## src/rtl/phase_seq_pkg.sv

```systemverilog
// Shared types and helpers for the phase sequencer and its shift-counter core.
package phase_seq_pkg;

   typedef enum logic [1:0] {
      IDLE = 2'd0,
      RUN  = 2'd1,
      DONE = 2'd2
   } state_t;

   localparam logic MODE_JOHNSON = 1'b0;
   localparam logic MODE_RING    = 1'b1;
   localparam logic DIR_UP       = 1'b0;
   localparam logic DIR_DN       = 1'b1;

   localparam int MAX_WIDTH = 16;

   // Johnson starts from all-zeros; ring needs exactly one hot bit to circulate.
   function automatic logic [MAX_WIDTH-1:0] seed(input logic mode, input int width);
      logic [MAX_WIDTH-1:0] s;
      s = '0;
      if (mode == MODE_RING && width > 0)
         s[0] = 1'b1;
      return s;
   endfunction

endpackage

```

## src/rtl/shift_counter_core.sv

```systemverilog
// WIDTH-bit Johnson/ring shift counter with synchronous load and advance.
module shift_counter_core
   import phase_seq_pkg::*;
#(
   parameter int WIDTH = 4
) (
   input  logic             clk,
   input  logic             reset,
   input  logic             load,
   input  logic [WIDTH-1:0] seed,
   input  logic             adv,
   input  logic             mode,
   input  logic             dir,
   output logic [WIDTH-1:0] q
);

   logic [WIDTH-1:0] q_reg;
   logic [WIDTH-1:0] up_next;
   logic [WIDTH-1:0] dn_next;
   logic [WIDTH-1:0] q_next;

   // The bit that wraps around is inverted in Johnson mode, passed straight in ring mode.
   assign up_next[0]       = (mode == MODE_RING) ? q_reg[WIDTH-1] : ~q_reg[WIDTH-1];
   assign dn_next[WIDTH-1] = (mode == MODE_RING) ? q_reg[0]       : ~q_reg[0];

   generate
      for (genvar gi = 1; gi < WIDTH; gi++) begin : g_shift
         assign up_next[gi]   = q_reg[gi-1];
         assign dn_next[gi-1] = q_reg[gi];
      end
   endgenerate

   always_comb begin
      q_next = q_reg;
      if (load)
         q_next = seed;
      else if (adv)
         q_next = (dir == DIR_DN) ? dn_next : up_next;
   end

   always_ff @(posedge clk or negedge reset) begin
      if (!reset)
         q_reg <= '0;
      else
         q_reg <= q_next;
   end

   assign q = q_reg;

endmodule

```

## src/rtl/phase_seq_ctrl.sv

```systemverilog
// Runs a shift counter for a programmed number of advances with busy/done handshake.
module phase_seq_ctrl
   import phase_seq_pkg::*;
#(
   parameter int WIDTH  = 4,
   parameter int STEP_W = 8
) (
   input  logic              clk,
   input  logic              reset,
   input  logic              start,
   input  logic              mode,
   input  logic              dir,
   input  logic [STEP_W-1:0] steps,
   input  logic              hold,
   input  logic              abort,
   output logic [WIDTH-1:0]  q,
   output logic              busy,
   output logic              done,
   output logic [STEP_W-1:0] step_cnt
);

   state_t            state_reg;
   state_t            state_next;
   logic              mode_reg;
   logic              dir_reg;
   logic [STEP_W-1:0] remaining_reg;
   logic [STEP_W-1:0] step_cnt_reg;

   logic              accept;
   logic              kill;
   logic              adv;
   logic              core_load;
   logic [WIDTH-1:0]  seed_val;
   logic [WIDTH-1:0]  core_seed;

   assign accept    = (state_reg == IDLE) && start;
   assign kill      = (state_reg == RUN) && abort;
   assign adv       = (state_reg == RUN) && !abort && !hold;
   assign seed_val  = WIDTH'(seed(mode, WIDTH));
   // Abort reuses the load path with an all-zero seed.
   assign core_load = accept || kill;
   assign core_seed = kill ? '0 : seed_val;

   always_ff @(posedge clk or negedge reset) begin
      if (!reset)
         state_reg <= IDLE;
      else
         state_reg <= state_next;
   end

   always_comb begin
      state_next = state_reg;
      case (state_reg)
         IDLE: if (start) state_next = (steps == '0) ? DONE : RUN;
         RUN: begin
            if (abort)
               state_next = IDLE;
            else if (!hold && remaining_reg == STEP_W'(1))
               state_next = DONE;
         end
         DONE:    state_next = IDLE;
         default: state_next = IDLE;
      endcase
   end

   always_comb begin
      busy = 1'b0;
      done = 1'b0;
      case (state_reg)
         RUN:     busy = 1'b1;
         DONE:    done = 1'b1;
         default: ;
      endcase
   end

   always_ff @(posedge clk or negedge reset) begin
      if (!reset) begin
         mode_reg      <= MODE_JOHNSON;
         dir_reg       <= DIR_UP;
         remaining_reg <= '0;
         step_cnt_reg  <= '0;
      end else if (accept) begin
         mode_reg      <= mode;
         dir_reg       <= dir;
         remaining_reg <= steps;
         step_cnt_reg  <= '0;
      end else if (adv) begin
         remaining_reg <= remaining_reg - STEP_W'(1);
         step_cnt_reg  <= step_cnt_reg + STEP_W'(1);
      end
   end

   shift_counter_core #(
      .WIDTH(WIDTH)
   ) u_core (
      .clk   (clk),
      .reset (reset),
      .load  (core_load),
      .seed  (core_seed),
      .adv   (adv),
      .mode  (mode_reg),
      .dir   (dir_reg),
      .q     (q)
   );

   assign step_cnt = step_cnt_reg;

endmodule

```

## config.mk

```make
export PLATFORM = sky130hd
export DESIGN_NAME = phase_seq_ctrl
export DESIGN_NICKNAME = d
export VERILOG_FILES = /design/src/rtl/phase_seq_pkg.sv /design/src/rtl/shift_counter_core.sv /design/src/rtl/phase_seq_ctrl.sv
export SDC_FILE = /design/constraint.sdc
export NUM_CORES = 1
export LEC_CHECK = 0
export BUFFER_PORTS_ARGS = -buffer_cell sky130_fd_sc_hd__buf_2
export CAP_MARGIN = 10
export CORE_MARGIN = 5
export CORE_UTILIZATION = 35
export CTS_CLUSTER_DIAMETER = 60
export DETAILED_ROUTE_END_ITERATION = 10
export GPL_TIMING_DRIVEN = 0
export HOLD_SLACK_MARGIN = 0.08
export PLACE_DENSITY = 0.65
export SETUP_SLACK_MARGIN = 0.1
export SYNTH_ARGS = -nofsm -noshare
export SYNTH_HDL_FRONTEND = slang
export SYNTH_SLANG_ARGS = --single-unit
```

## constraint.sdc

```tcl
create_clock -name clk -period 5.51 [get_ports clk]
set_input_delay 0.2755 -clock clk [delete_from_list [all_inputs] [get_ports clk]]
set_output_delay 0.2755 -clock clk [all_outputs]
set_load 0.01 [all_outputs]
```

# Yosys cells after proc, flatten, opt, wreduce, memory -nomap -nowiden
# Index checks and enable logic that the tools add are counted.
[totals]
regBits = 24
inputBits = 15
output_inout_bits = 14
wordCells = 46
[op_classes]
n_addsub = 2
eq_ne = 5
muxes = 18
bitwise_logic = 2
reduce_logical = 13
[op_table]
columns = ["operator", "n"]
rows = [
  ["$mux W8", 4],
  ["$mux W4", 3],
  ["$add A8 B1 Y8 const B", 1],
  ["$eq A8 B1 Y1 const B", 1],
  ["$logic_not A8 Y1", 1],
  ["$mux W2", 4],
  ["$sub A8 B1 Y8 const B", 1],
  ["$mux W1", 6],
  ["$logic_and A1 B1 Y1", 5],
  ["$pmux W2 S2", 1],
  ["$reduce_bool A2 Y1", 2],
  ["$ne A3 B2 Y1 const B", 1],
  ["$eq A2 B1 Y1 const B", 1],
  ["$eq A2 B2 Y1 const B", 1],
  ["$logic_not A1 Y1", 2],
  ["$logic_not A2 Y1", 1],
  ["$ne A2 B2 Y1 const B", 1],
  ["$not A1 Y1", 2],
  ["$reduce_and A2 Y1", 1],
  ["$logic_or A1 B1 Y1", 1],
]

# Depth between registers and ports, before layout
[depth]
depth_word = 5
ltp_mapped = 6
depth_no_buf = 5

# Cells and area by module
# Synthesis repeated with hierarchy kept, for this count alone.
[unflattened]
cells_unflattened = 144
area_unflattened_um2 = 1350.0
[by_module_without_submodules]
columns = ["module", "instances", "cells_per_inst", "area_per_inst_um2", "seq_area_each_um2"]
rows = [
  ["phase_seq_ctrl", 1, 117, 1097.3, 500.5],
  ["shift_counter_core", 1, 27, 252.7, 100.1],
]

# Least setup slack after synthesis
# OpenSTA, ideal clock, no wires.
[synth_timing]
kind = "register to register"
start = "register state_reg[1]"
end = "register remaining_reg[4]"
setup_time_ns = 0.126
arrival_time_ns = 1.678
required_time_ns = 5.384
path_slack_ns = 3.706
stages_incl_launch_ff = 4
n_path_buf = 0
synth_period_minus_slack_ns = 1.804
path_cell_list = "dfrtp_1 > nor4b_1 > mux2_2 > a221o_1"
[synth_via]
elab_chain_cells = 4
word_cells_on_any_way = 7
cone_classes = "1 x eq/ne; 1 x mux; 5 x reduce/logical"
[synth_lines]
columns = ["element", "line_no", "text"]
rows = [
  ["start, declared", "phase_seq_ctrl.sv:22", "state_t state_reg;"],
  ["start signal, assigned", "phase_seq_ctrl.sv:48", "state_reg <= state_next;"],
  ["$eq A2 B1 Y1", "phase_seq_ctrl.sv:38", "assign adv = (state_reg == RUN) && !abort && !hold;"],
  ["$logic_and A1 B1 Y1 (2 in series)", "phase_seq_ctrl.sv:38", ""],
  ["$reduce_bool A2 Y1 (no source line)", "-", ""],
  ["end signal, assigned", "phase_seq_ctrl.sv:85", "remaining_reg <= steps;"],
  ["end signal, assigned", "phase_seq_ctrl.sv:88", "remaining_reg <= remaining_reg - STEP_W'(1);"],
  ["end, declared", "phase_seq_ctrl.sv:26", "logic [STEP_W-1:0] remaining_reg;"],
]
# Several ways; a longest one is shown, not always the timed one.
# A chain may end at the register's enable or synchronous reset.

# Worst setup path after layout
# Same ends and word-level chain as after synthesis.

==> impl_metrics.py <==
metrics = {
    "synth": {
        "async_flop_share": 1.000,
        "synth_seq_cells": 24,
        "yosysSeqAreaShare": 0.4499,
        "yosysUniqueCellTypes": 43,
        "syn_nets": 151,
        "synth_flop_cell": "dfrtp_1",
        "syn_area_mm2": 0.001335,
        "ys_warn_count": 0,
        "syn-mean-instance-area_um2": 10.04,
        "syn_inst": 133,
        "synth_edf_count": 0,
    },
    "grt": {
        "grt_overflow": 0,
        "antenna_found_initial": 0,
        "first_global_vias": 1152,
        "grt_use_total": 0.1367,
        "grt_max_degree": 25,
        "grt_pass1_wl_um": 5623,
    },
    "floorplanning": {
        "die_y_um": 71.76,
        "initial_core_util": 0.3619,
        "die_area_mm2": 0.005150,
        "io_pins": 29,
        "rows": 22,
        "die_w_um": 71.76,
        "coreArea_mm2": 0.003689,
    },
    "sta": {
        "maxSlewHeadroom": 0.1631,
        "rsz0062_at_grt": "false",
        "finalMaxSlewViolations": 0,
        "finalSetupTns_ns": 0,
        "tightest_slew_ns": 1.238,
        "fmax_mhz": 427.7,
        "fin_crit_sh": 0.4244,
        "min_period_ns": 2.338,
        "fin_worst_skew_ns": 0.003394,
        "setup_violations": 0,
        "setup_slack_ns": 3.172,
        "hold_slack_ns": 0.2075,
        "final-hold-violation-count": 0,
    },
    "critical_path": {
        "path_class": "reg -> reg",
        "start_kind": "flop",
        "cp.required_ns": 5.67,
        "cp.arrival_ns": 2.50,
        "cp-end-kind": "flop",
        "worst-path-max-fanout": 8,
    },
    "clock_tree": {
        "clk_path_buf_depth": 2,
        "clk_pin_slew_worst_paths_ns": 0.09,
        "numCtsBuffers": 3,
        "insertion_delay_ns": 0.27,
        "cts_tree": "yes",
        "htree_levels": 1,
        "cts_sinks": 24,
        "cts_root_buf": "clkbuf_8",
    },
    "drt": {
        "wl_met2_um": 1627,
        "firstDrtPassIters": 4,
        "drtAntennaViolNets": 0,
        "drc": 0,
        "wl_met3_um": 268,
        "wl_um": 3349,
        "first_iter_violations": 68,
        "vias": 1182,
        "highest_layer": "met4",
        "wl_per_cell_um": 15.65,
        "met1_length_um": 1443,
        "viasPerCell": 5.523,
    },
    "layout": {
        "layout_commonest_cell": "buf_2",
        "nFillCells": 367,
        "seq_area_um2": 600.6,
        "area_growth_pct": 21.09,
        "final_util": 0.4383,
        "antennaDiodeCount": 0,
        "final_layout_size_suffix_gt1_frac": 0.2530,
        "multi_input_area_um2": 668.1,
        "layout_common_cells": "30 x buf_2, 24 x dfrtp_1, 14 x nand2_1",
        "final_nets": 185,
    },
    "power_and_ir_drop": {
        "powerDensity_mw_per_mm2": 323.1,
        "leakage_nw": 0.7384,
        "ir_drop_mv": 0.2229,
    },
    "placement": {
        "post-place-ws_ns": 3.183,
        "dp_hpwl_um": 2493,
        "gp_congestion": 0.7472,
        "port_buffers": 28,
    },
    "run": {
        "max_cap_violations": 0,
    },
    "hold_path": {
        "hold_class": "in -> reg",
    },
    "outcome": {
        "outcome": "finished, final reports clean",
    },
}
cell usage after synthesis (2+ instances only):
cell type   n  share of area
dfrtp_1    24           0.45
nand2_1    14          0.039
nand3_1     8          0.030
mux2i_1     7          0.052
inv_1       6          0.017
o311ai_0    5          0.033
nor2_1      4          0.011
o21ai_0     4          0.015
or3_1       4          0.019
or4_1       4          0.022
a21oi_1     3          0.011
a221o_1     3          0.022
clkbuf_1    3         0.0084
ha_1        3          0.028
nor3_1      3          0.011
nor4_1      3          0.014
o2bb2ai_1   3          0.020
or3b_2      3          0.020
a22o_1      2          0.013
buf_2       2         0.0075
nand2b_1    2         0.0094
o211ai_1    2          0.011
per-stage QoR:
step / cell area (µm²) / instances / power (mW)
after global placement: 1535 / 209 / 0.3627
after CTS: 1617 / 214 / 0.5274
after detailed placement: 1535 / 209 / 0.3707
after global routing: 1617 / 214 / 0.5572
final: 1617 / 214 / 0.5224
after floorplan: 1335 / 133 / 0.3226
cell families after synthesis:
family / count (synthesis) / share of synthesized area
AND/OR/NAND/NOR: 54 / 0.2343
AO/OA/AOI/OAI: 28 / 0.1640
flip-flops: 24 / 0.4499
buffers and inverters: 14 / 0.04967
multiplexers: 8 / 0.06092
adder cells (fa/ha/maj): 3 / 0.02812
XOR/XNOR: 2 / 0.01312
final timing paths:
check,from,endpoint,slack [ns],cells after the start
max,state_reg[1]$_DFFE_PN0P_,remaining_reg[4]$_DFFE_PN0P_,3.17,3
min,dir,dir_reg$_DFFE_PN0P_,0.21,3
max reg2reg,state_reg[1]$_DFFE_PN0P_,remaining_reg[4]$_DFFE_PN0P_,3.17,3
min reg2reg,step_cnt[5]$_DFFE_PN0P_,step_cnt[5]$_DFFE_PN0P_,0.51,1
max in group asynchronous,reset,step_cnt[7]$_DFFE_PN0P_,4.62,2
min in group asynchronous,reset,step_cnt[1]$_DFFE_PN0P_,0.52,2
area by class of cell:
type	instances	share of cell area
Multi-Input combinational cell	95	0.4133
Sequential cell	24	0.3715
Tap cell	48	0.03715
Inverter	6	0.01393
Timing Repair Buffer	29	0.09288
Buffer	8	0.02709
Clock inverter	1	0.01858
Clock buffer	3	0.02554
per-layer routing:
layer | global-route usage | vias to the layer above
li1 | - | 574
met2 | 0.2245 | 34
met5 | 0 | -
met4 | 0.01879 | 0
met3 | 0.03506 | 2
met1 | 0.1855 | 572
critical path, cell delays in order, from the launching register on:
cell	delay, ns
dfrtp_1	0.46
nor4b_1	1.06
mux2_2	0.42
a221o_1	0.28
power breakdown:
group          switching (mW)  internal [mW]
clock                  0.0589         0.0971
sequential             0.0308          0.204
combinational          0.0702         0.0614
total                   0.160          0.363
timing repair:
action                                 4_1_cts  5_1_grt
hold buffers                                 1        0
resized for setup                            0        0
setup buffers                                0        0
endpoints found under the hold margin       24        0
(Power assumes the default switching activity.)
